**src/rtl/int_fp_acc_pkg.sv**
```systemverilog
// Shared definitions for the INT/FP16 product accumulator: FSM encoding,
// FP16 field constants and a leading-zero helper for normalisation.
package int_fp_acc_pkg;

  typedef enum logic [1:0] {
    ST_IDLE = 2'd0,
    ST_ACC  = 2'd1,
    ST_HOLD = 2'd2
  } acc_state_e;

  localparam int          FP_EXP_W   = 5;
  localparam int          FP_MAN_W   = 10;
  localparam int          FP_BIAS    = 15;
  localparam int          FP_EXP_MAX = 31;
  localparam logic [15:0] FP_INF     = 16'h7C00;

  // Leading zeros of an 11-bit significand; 11 when the value is zero.
  function automatic logic [3:0] lzc11(input logic [10:0] v);
    logic [3:0] n;
    logic       found;
    n     = 4'd11;
    found = 1'b0;
    for (int i = 10; i >= 0; i--) begin
      if (!found && v[i]) begin
        n     = 4'(10 - i);
        found = 1'b1;
      end
    end
    return n;
  endfunction

endpackage

```
**src/rtl/fp16_add.sv**
```systemverilog
// Combinational FP16 adder: flush-to-zero inputs, truncating alignment and
// normalisation, saturation to signed Inf with ovf on overflow or Inf input.
module fp16_add
  import int_fp_acc_pkg::*;
(
  input  logic [15:0] a,
  input  logic [15:0] b,
  output logic [15:0] sum,
  output logic        ovf
);

  localparam int MW = FP_MAN_W;
  localparam int EW = FP_EXP_W;

  logic          sa, sb, a_inf, b_inf, swap;
  logic          s_big, s_small;
  logic [EW-1:0] ea, eb, e_big, e_small, d;
  logic [MW:0]   ma, mb, m_big, m_small, m_shr, m_sub;
  logic [MW+1:0] m_add;
  logic [MW-1:0] m_norm;
  logic [3:0]    lz;
  logic [EW:0]   e_inc;

  always_comb begin
    sa    = a[15];
    sb    = b[15];
    ea    = a[14:10];
    eb    = b[14:10];
    a_inf = (ea == EW'(FP_EXP_MAX));
    b_inf = (eb == EW'(FP_EXP_MAX));
    // subnormals carry no implicit one and are treated as zero
    ma    = (ea == '0) ? '0 : {1'b1, a[9:0]};
    mb    = (eb == '0) ? '0 : {1'b1, b[9:0]};

    swap    = ({eb, mb} > {ea, ma});
    s_big   = swap ? sb : sa;
    s_small = swap ? sa : sb;
    e_big   = swap ? eb : ea;
    e_small = swap ? ea : eb;
    m_big   = swap ? mb : ma;
    m_small = swap ? ma : mb;

    d      = e_big - e_small;
    m_shr  = (d > EW'(MW)) ? '0 : (m_small >> d);
    m_add  = {1'b0, m_big} + {1'b0, m_shr};
    m_sub  = m_big - m_shr;
    lz     = lzc11(m_sub);
    m_norm = MW'(m_sub << lz);
    e_inc  = {1'b0, e_big} + (EW+1)'(1);

    sum = '0;
    ovf = 1'b0;
    if (a_inf || b_inf) begin
      sum = {a_inf ? sa : sb, 15'b0} | FP_INF;
      ovf = 1'b1;
    end else if (m_big == '0) begin
      sum = '0;
    end else if (s_big == s_small) begin
      if (m_add[MW+1]) begin
        if (e_inc > (EW+1)'(FP_EXP_MAX - 1)) begin
          sum = {s_big, 15'b0} | FP_INF;
          ovf = 1'b1;
        end else begin
          sum = {s_big, e_inc[EW-1:0], m_add[MW:1]};
        end
      end else begin
        sum = {s_big, e_big, m_add[MW-1:0]};
      end
    end else begin
      // equal magnitudes cancel to +0; results below min normal go to signed zero
      if (m_sub == '0) begin
        sum = '0;
      end else if ({1'b0, e_big} <= {2'b0, lz}) begin
        sum = {s_big, 15'b0};
      end else begin
        sum = {s_big, e_big - EW'(lz), m_norm};
      end
    end
  end

endmodule

```
**src/rtl/int_fp_acc.sv**
```systemverilog
// Group accumulator behind the shared INT8/FP16 multiplier: sums beats up to
// in_last in INT or FP16 mode and presents the result on a valid/ready port.
module int_fp_acc
  import int_fp_acc_pkg::*;
#(
  parameter int ACC_W = 32,
  parameter int CNT_W = 8
) (
  input  logic             clk,
  input  logic             rst_n,
  input  logic             mode,
  input  logic             in_valid,
  output logic             in_ready,
  input  logic [15:0]      in_data,
  input  logic             in_last,
  input  logic             in_error,
  output logic             out_valid,
  input  logic             out_ready,
  output logic [ACC_W-1:0] out_data,
  output logic             out_error,
  output logic [CNT_W-1:0] out_count
);

  acc_state_e       state_q, state_d;
  logic [ACC_W-1:0] acc_q, acc_d, out_data_q;
  logic [CNT_W-1:0] cnt_q, cnt_d, out_count_q;
  logic             err_q, err_d, out_error_q, grp_mode_q;
  logic             beat_acc, take, first, eff_mode;
  logic [ACC_W-1:0] int_a, int_b, int_sum;
  logic             int_ovf;
  logic [15:0]      fp_a, fp_sum;
  logic             fp_ovf;

  assign in_ready  = (state_q != ST_HOLD);
  assign out_valid = (state_q == ST_HOLD);
  assign beat_acc  = in_valid && in_ready;
  assign take      = out_valid && out_ready;
  assign first     = (state_q == ST_IDLE);
  // mode only matters on the opening beat; afterwards the latched copy rules
  assign eff_mode  = first ? mode : grp_mode_q;

  assign int_a   = first ? '0 : acc_q;
  assign int_b   = {{(ACC_W-16){in_data[15]}}, in_data};
  assign int_sum = int_a + int_b;
  assign int_ovf = (int_a[ACC_W-1] == int_b[ACC_W-1]) &&
                   (int_sum[ACC_W-1] != int_a[ACC_W-1]);

  assign fp_a = first ? 16'h0000 : acc_q[15:0];

  fp16_add u_fp_add (
    .a   (fp_a),
    .b   (in_data),
    .sum (fp_sum),
    .ovf (fp_ovf)
  );

  always_comb begin
    acc_d = eff_mode ? {{(ACC_W-16){1'b0}}, fp_sum} : int_sum;
    cnt_d = first ? CNT_W'(1) : ((&cnt_q) ? cnt_q : cnt_q + CNT_W'(1));
    err_d = (first ? 1'b0 : err_q) | (in_error & eff_mode) |
            (eff_mode ? fp_ovf : int_ovf);
  end

  always_comb begin
    state_d = state_q;
    case (state_q)
      ST_IDLE, ST_ACC: if (beat_acc) state_d = in_last ? ST_HOLD : ST_ACC;
      ST_HOLD:         if (out_ready) state_d = ST_IDLE;
      default:         state_d = ST_IDLE;
    endcase
  end

  always_ff @(posedge clk or negedge rst_n) begin
    if (!rst_n) begin
      state_q     <= ST_IDLE;
      acc_q       <= '0;
      cnt_q       <= '0;
      err_q       <= 1'b0;
      grp_mode_q  <= 1'b0;
      out_data_q  <= '0;
      out_count_q <= '0;
      out_error_q <= 1'b0;
    end else begin
      state_q <= state_d;
      if (take) begin
        acc_q <= '0;
        cnt_q <= '0;
        err_q <= 1'b0;
      end else if (beat_acc) begin
        acc_q <= acc_d;
        cnt_q <= cnt_d;
        err_q <= err_d;
        if (first) grp_mode_q <= mode;
        if (in_last) begin
          out_data_q  <= acc_d;
          out_count_q <= cnt_d;
          out_error_q <= err_d;
        end
      end
    end
  end

  assign out_data  = out_data_q;
  assign out_count = out_count_q;
  assign out_error = out_error_q;

endmodule

```
**config.mk**
```make
export PLATFORM = sky130hd
export DESIGN_NAME = int_fp_acc
export DESIGN_NICKNAME = d
export VERILOG_FILES = /design/src/rtl/int_fp_acc_pkg.sv /design/src/rtl/fp16_add.sv /design/src/rtl/int_fp_acc.sv
export SDC_FILE = /design/constraint.sdc
export NUM_CORES = 1
export LEC_CHECK = 0
export ABC_AREA = 1
export BUFFER_PORTS_ARGS = -buffer_cell sky130_fd_sc_hd__buf_2
export CORE_ASPECT_RATIO = 1.1
export CORE_MARGIN = 4
export CORE_UTILIZATION = 25
export DETAILED_ROUTE_END_ITERATION = 12
export GPL_TIMING_DRIVEN = 0
export SKIP_CTS_REPAIR_TIMING = 1
export SYNTH_ARGS = -nofsm -noshare
export SYNTH_HDL_FRONTEND = slang
export SYNTH_HIERARCHICAL = 1
export SYNTH_SLANG_ARGS = --single-unit
```
**constraint.sdc**
```tcl
create_clock -name clk -period 9.2 [get_ports clk]
set_input_delay 1.38 -clock clk [delete_from_list [all_inputs] [get_ports clk]]
set_output_delay 1.38 -clock clk [all_outputs]
set_load 0.02 [all_outputs]
```
==> results.py <==
metrics = {
    "final_layout": {
        "syn_to_final_growth_pct": 18.3,
        "utilization_pct": 30.0,
        "nNetsFinal": 1802,
        "multi_input_area_um2": 6700,
        "drive_gt1_share_pct": 13.5,
        "fillCellCount": 4244,
        "layout_common_cells": "nand2_1, inv_1, nor2_1",
        "final_common_cell": "nand2_1",
        "seq_area_um2": 2130,
    },
    "setup_path": {
        "critical-path-top-delay-family": "simple AND/OR/NAND/NOR gates",
        "crit_path_end_kind": "register",
        "path_buf_inv": 9,
        "crit_arrival_ns": 8.89,
        "required_ns": 9.46,
        "crit_type": "input port to register",
        "crit_slowest_cell": "fa_2",
        "crit_fanout": 10,
        "critPathLaunchType": "input port",
        "worst_path_most_repeated_cell": "nand2_1",
        "max_stage_delay_ns": 0.40,
    },
    "place": {
        "place_congestion": 0.994,
        "dp_hpwl_mm": 26.6,
        "portBuffers": 65,
    },
    "floorplanning": {
        "fp.dieW_um": 196,
        "io_pins": 66,
        "die_area_um2": 42100,
        "die_y_um": 215,
        "core_area_um2": 38300,
        "start_util_pct": 25.4,
        "rows": 75,
    },
    "routing": {
        "drc": 0,
        "via_per_inst": 4.78,
        "firstDrtPassIters": 5,
        "routed_wl_mm": 33.0,
        "ant_nets": 0,
        "drt_iter0_markers": 927,
        "routed-via-count": 10500,
        "wl_per_cell_um": 15.0,
    },
    "cts": {
        "clockBufferDepth": 2,
        "htreeDepth": 3,
        "root_buffer": "clkbuf_16",
        "cts_sinks": 85,
        "numCtsBuffers": 9,
        "worstSkewPairLatency_ns": 0.35,
        "clkTransAtPathRegs_ns": 0.06,
        "cts_tree": "done",
    },
    "synthesis": {
        "syn_nets": 1700,
        "synthArstFlopShare_pct": 100,
        "avgSynthCellArea_um2": 6.09,
        "synth_edf_count": 0,
        "ys_types": 46,
        "synthFlopType": "dfrtp_1",
        "ys_warn_count": 6,
        "synth.cell_area_um2": 9720,
        "synth-seq-cells": 85,
        "synthCells": 1597,
        "ys_seq_area_share_pct": 21.9,
    },
    "global_route": {
        "grt_pass1_vias": 9948,
        "grt_pass1_wl_mm": 51.9,
        "grt_use_total_pct": 15.0,
        "grt_overflow_total": 0,
        "grt_max_degree": 57,
        "antenna_found_initial": 5,
    },
    "job": {
        "max_cap_violations": 0,
    },
    "sta": {
        "slew_headroom_pct": 46.1,
        "setup_viol": 0,
        "fin_crit_ns": 8.63,
        "fmaxAchievable_ghz": 0.116,
        "skew_ns": 0.0132,
        "finalCritPeriodShare_pct": 93.8,
        "maxSlewViolCount": 0,
        "worst_pin_slew_ns": 0.799,
        "hold_violations": 0,
    },
    "min_path": {
        "min_path_type": "register to register",
    },
    "outcome": {
        "status": "finished, final reports clean",
    },
}
==> Yosys cell counts (2+ instances only) <==
cell type  count  share of area [%]
or2_2          6               0.39
a31oi_1        5               0.32
nor2_4         6               0.70
a21oi_1       74                3.8
inv_2         18               0.70
nor3_1         7               0.36
xor2_1        18                1.6
fa_1           4               0.82
o31ai_1        3               0.23
o22ai_1       18                1.2
o21bai_1      10               0.77
dfrtp_1       85                 22
nand3b_1       6               0.46
nand2_2       11               0.71
xnor2_1       15                1.4
and2_1         2               0.13
o21ai_2        3               0.27
xor2_2         3               0.50
clkbuf_1      21               0.81
nor2_1       123                4.8
buf_6          4               0.46
o21ai_0       85                4.4
nand3_1      110                5.7
nand2_1      532                 21
nand4_1       36                2.3
a21o_1         3               0.23
nor2_2         6               0.39
nand4_4        2               0.44
buf_2         14               0.72
nor4_1         2               0.13
o211ai_1       8               0.62
inv_1        221                8.5
mux2i_1        6               0.62
buf_4          6               0.46
a21oi_2        2               0.18
ha_1          76                9.8
or2_1          2               0.13
o21ai_1       36                1.9
==> path summary, 6_finish.rpt <==
path,slack [ns],end,depth (start not counted),from
max,0.57,acc_q[6]$_DFFE_PN0P_,55,in_data[11]
max in group asynchronous,7.60,acc_q[18]$_DFFE_PN0P_,2,rst_n
max reg2reg,0.70,acc_q[6]$_DFFE_PN0P_,58,state_q[0]$_DFFE_PN0P_
min in group asynchronous,0.97,acc_q[17]$_DFFE_PN0P_,1,rst_n
min,0.48,out_data[22]$_DFFE_PN0P_,2,out_data[22]$_DFFE_PN0P_
min reg2reg,0.48,out_data[22]$_DFFE_PN0P_,2,out_data[22]$_DFFE_PN0P_
==> sequential cells by signal (all words and copies together) (netlist names) <==
| signal | cells |
|---|---|
| out_data | 32 |
| out_count | 8 |
| out_error | 1 |
| cnt_q | 8 |
| grp_mode_q | 1 |
| state_q | 2 |
| err_q | 1 |
| acc_q | 32 |
==> layout make-up <==
cell class | instances | area share (%)
flip-flops and latches | 85 | 18.5
clock buffers | 12 | 2.32
repair buffers | 91 | 4.70
clock inverters | 4 | 0.675
inverters | 240 | 7.83
plain buffers | 45 | 2.26
multi-input cells | 1227 | 58.3
well taps | 500 | 5.44
diodes | 1 | 0.0218
==> through the flow <==
step	instances	worst slack (ns)	instance area, um^2	TNS (ns)	hold WS [ns]
after detailed placement	2163	-1.00	10700	-22.70	0.461
after CTS	2179	-0.840	11000	-17.69	0.478
after global routing	2205	-0.104	11500	-0.171	0.499
after floorplan	1597	0.949	9720	0	0.445
final	2205	0.571	11500	0	0.477
after global placement	2162	-0.967	10700	-21.89	0.461
==> tightest hold or removal path: cells and delay by family, from the launching register on <==
family | cells | cell delay [ns]
simple gates | 2 | 0.10
flops | 1 | 0.34
==> metal layers <==
metal | up-vias | global-route usage [%] | part of all wire [%] | wire (um)
met5 | - | 0 | 0.17 | 56
li1 | 5338 | - | - | -
met1 | 4839 | 21.1 | 47 | 15400
met3 | 51 | 2.05 | 5.4 | 1790
met2 | 298 | 24.4 | 45 | 14900
met4 | 8 | 3.89 | 2.5 | 835
==> kinds of logic after synthesis <==
group | count (synthesis) | synth area share, %
AO/OA/AOI/OAI | 252 | 14.4
XOR/XNOR | 36 | 3.48
adder cells (fa/ha/maj) | 80 | 10.6
buffers and inverters | 285 | 11.7
flip-flops | 85 | 21.9
multiplexers | 6 | 0.618
AND/OR/NAND/NOR | 853 | 37.3
Power is not shown: default switching activity piles up to over one toggle a cycle in this logic, so the estimate is an artifact.
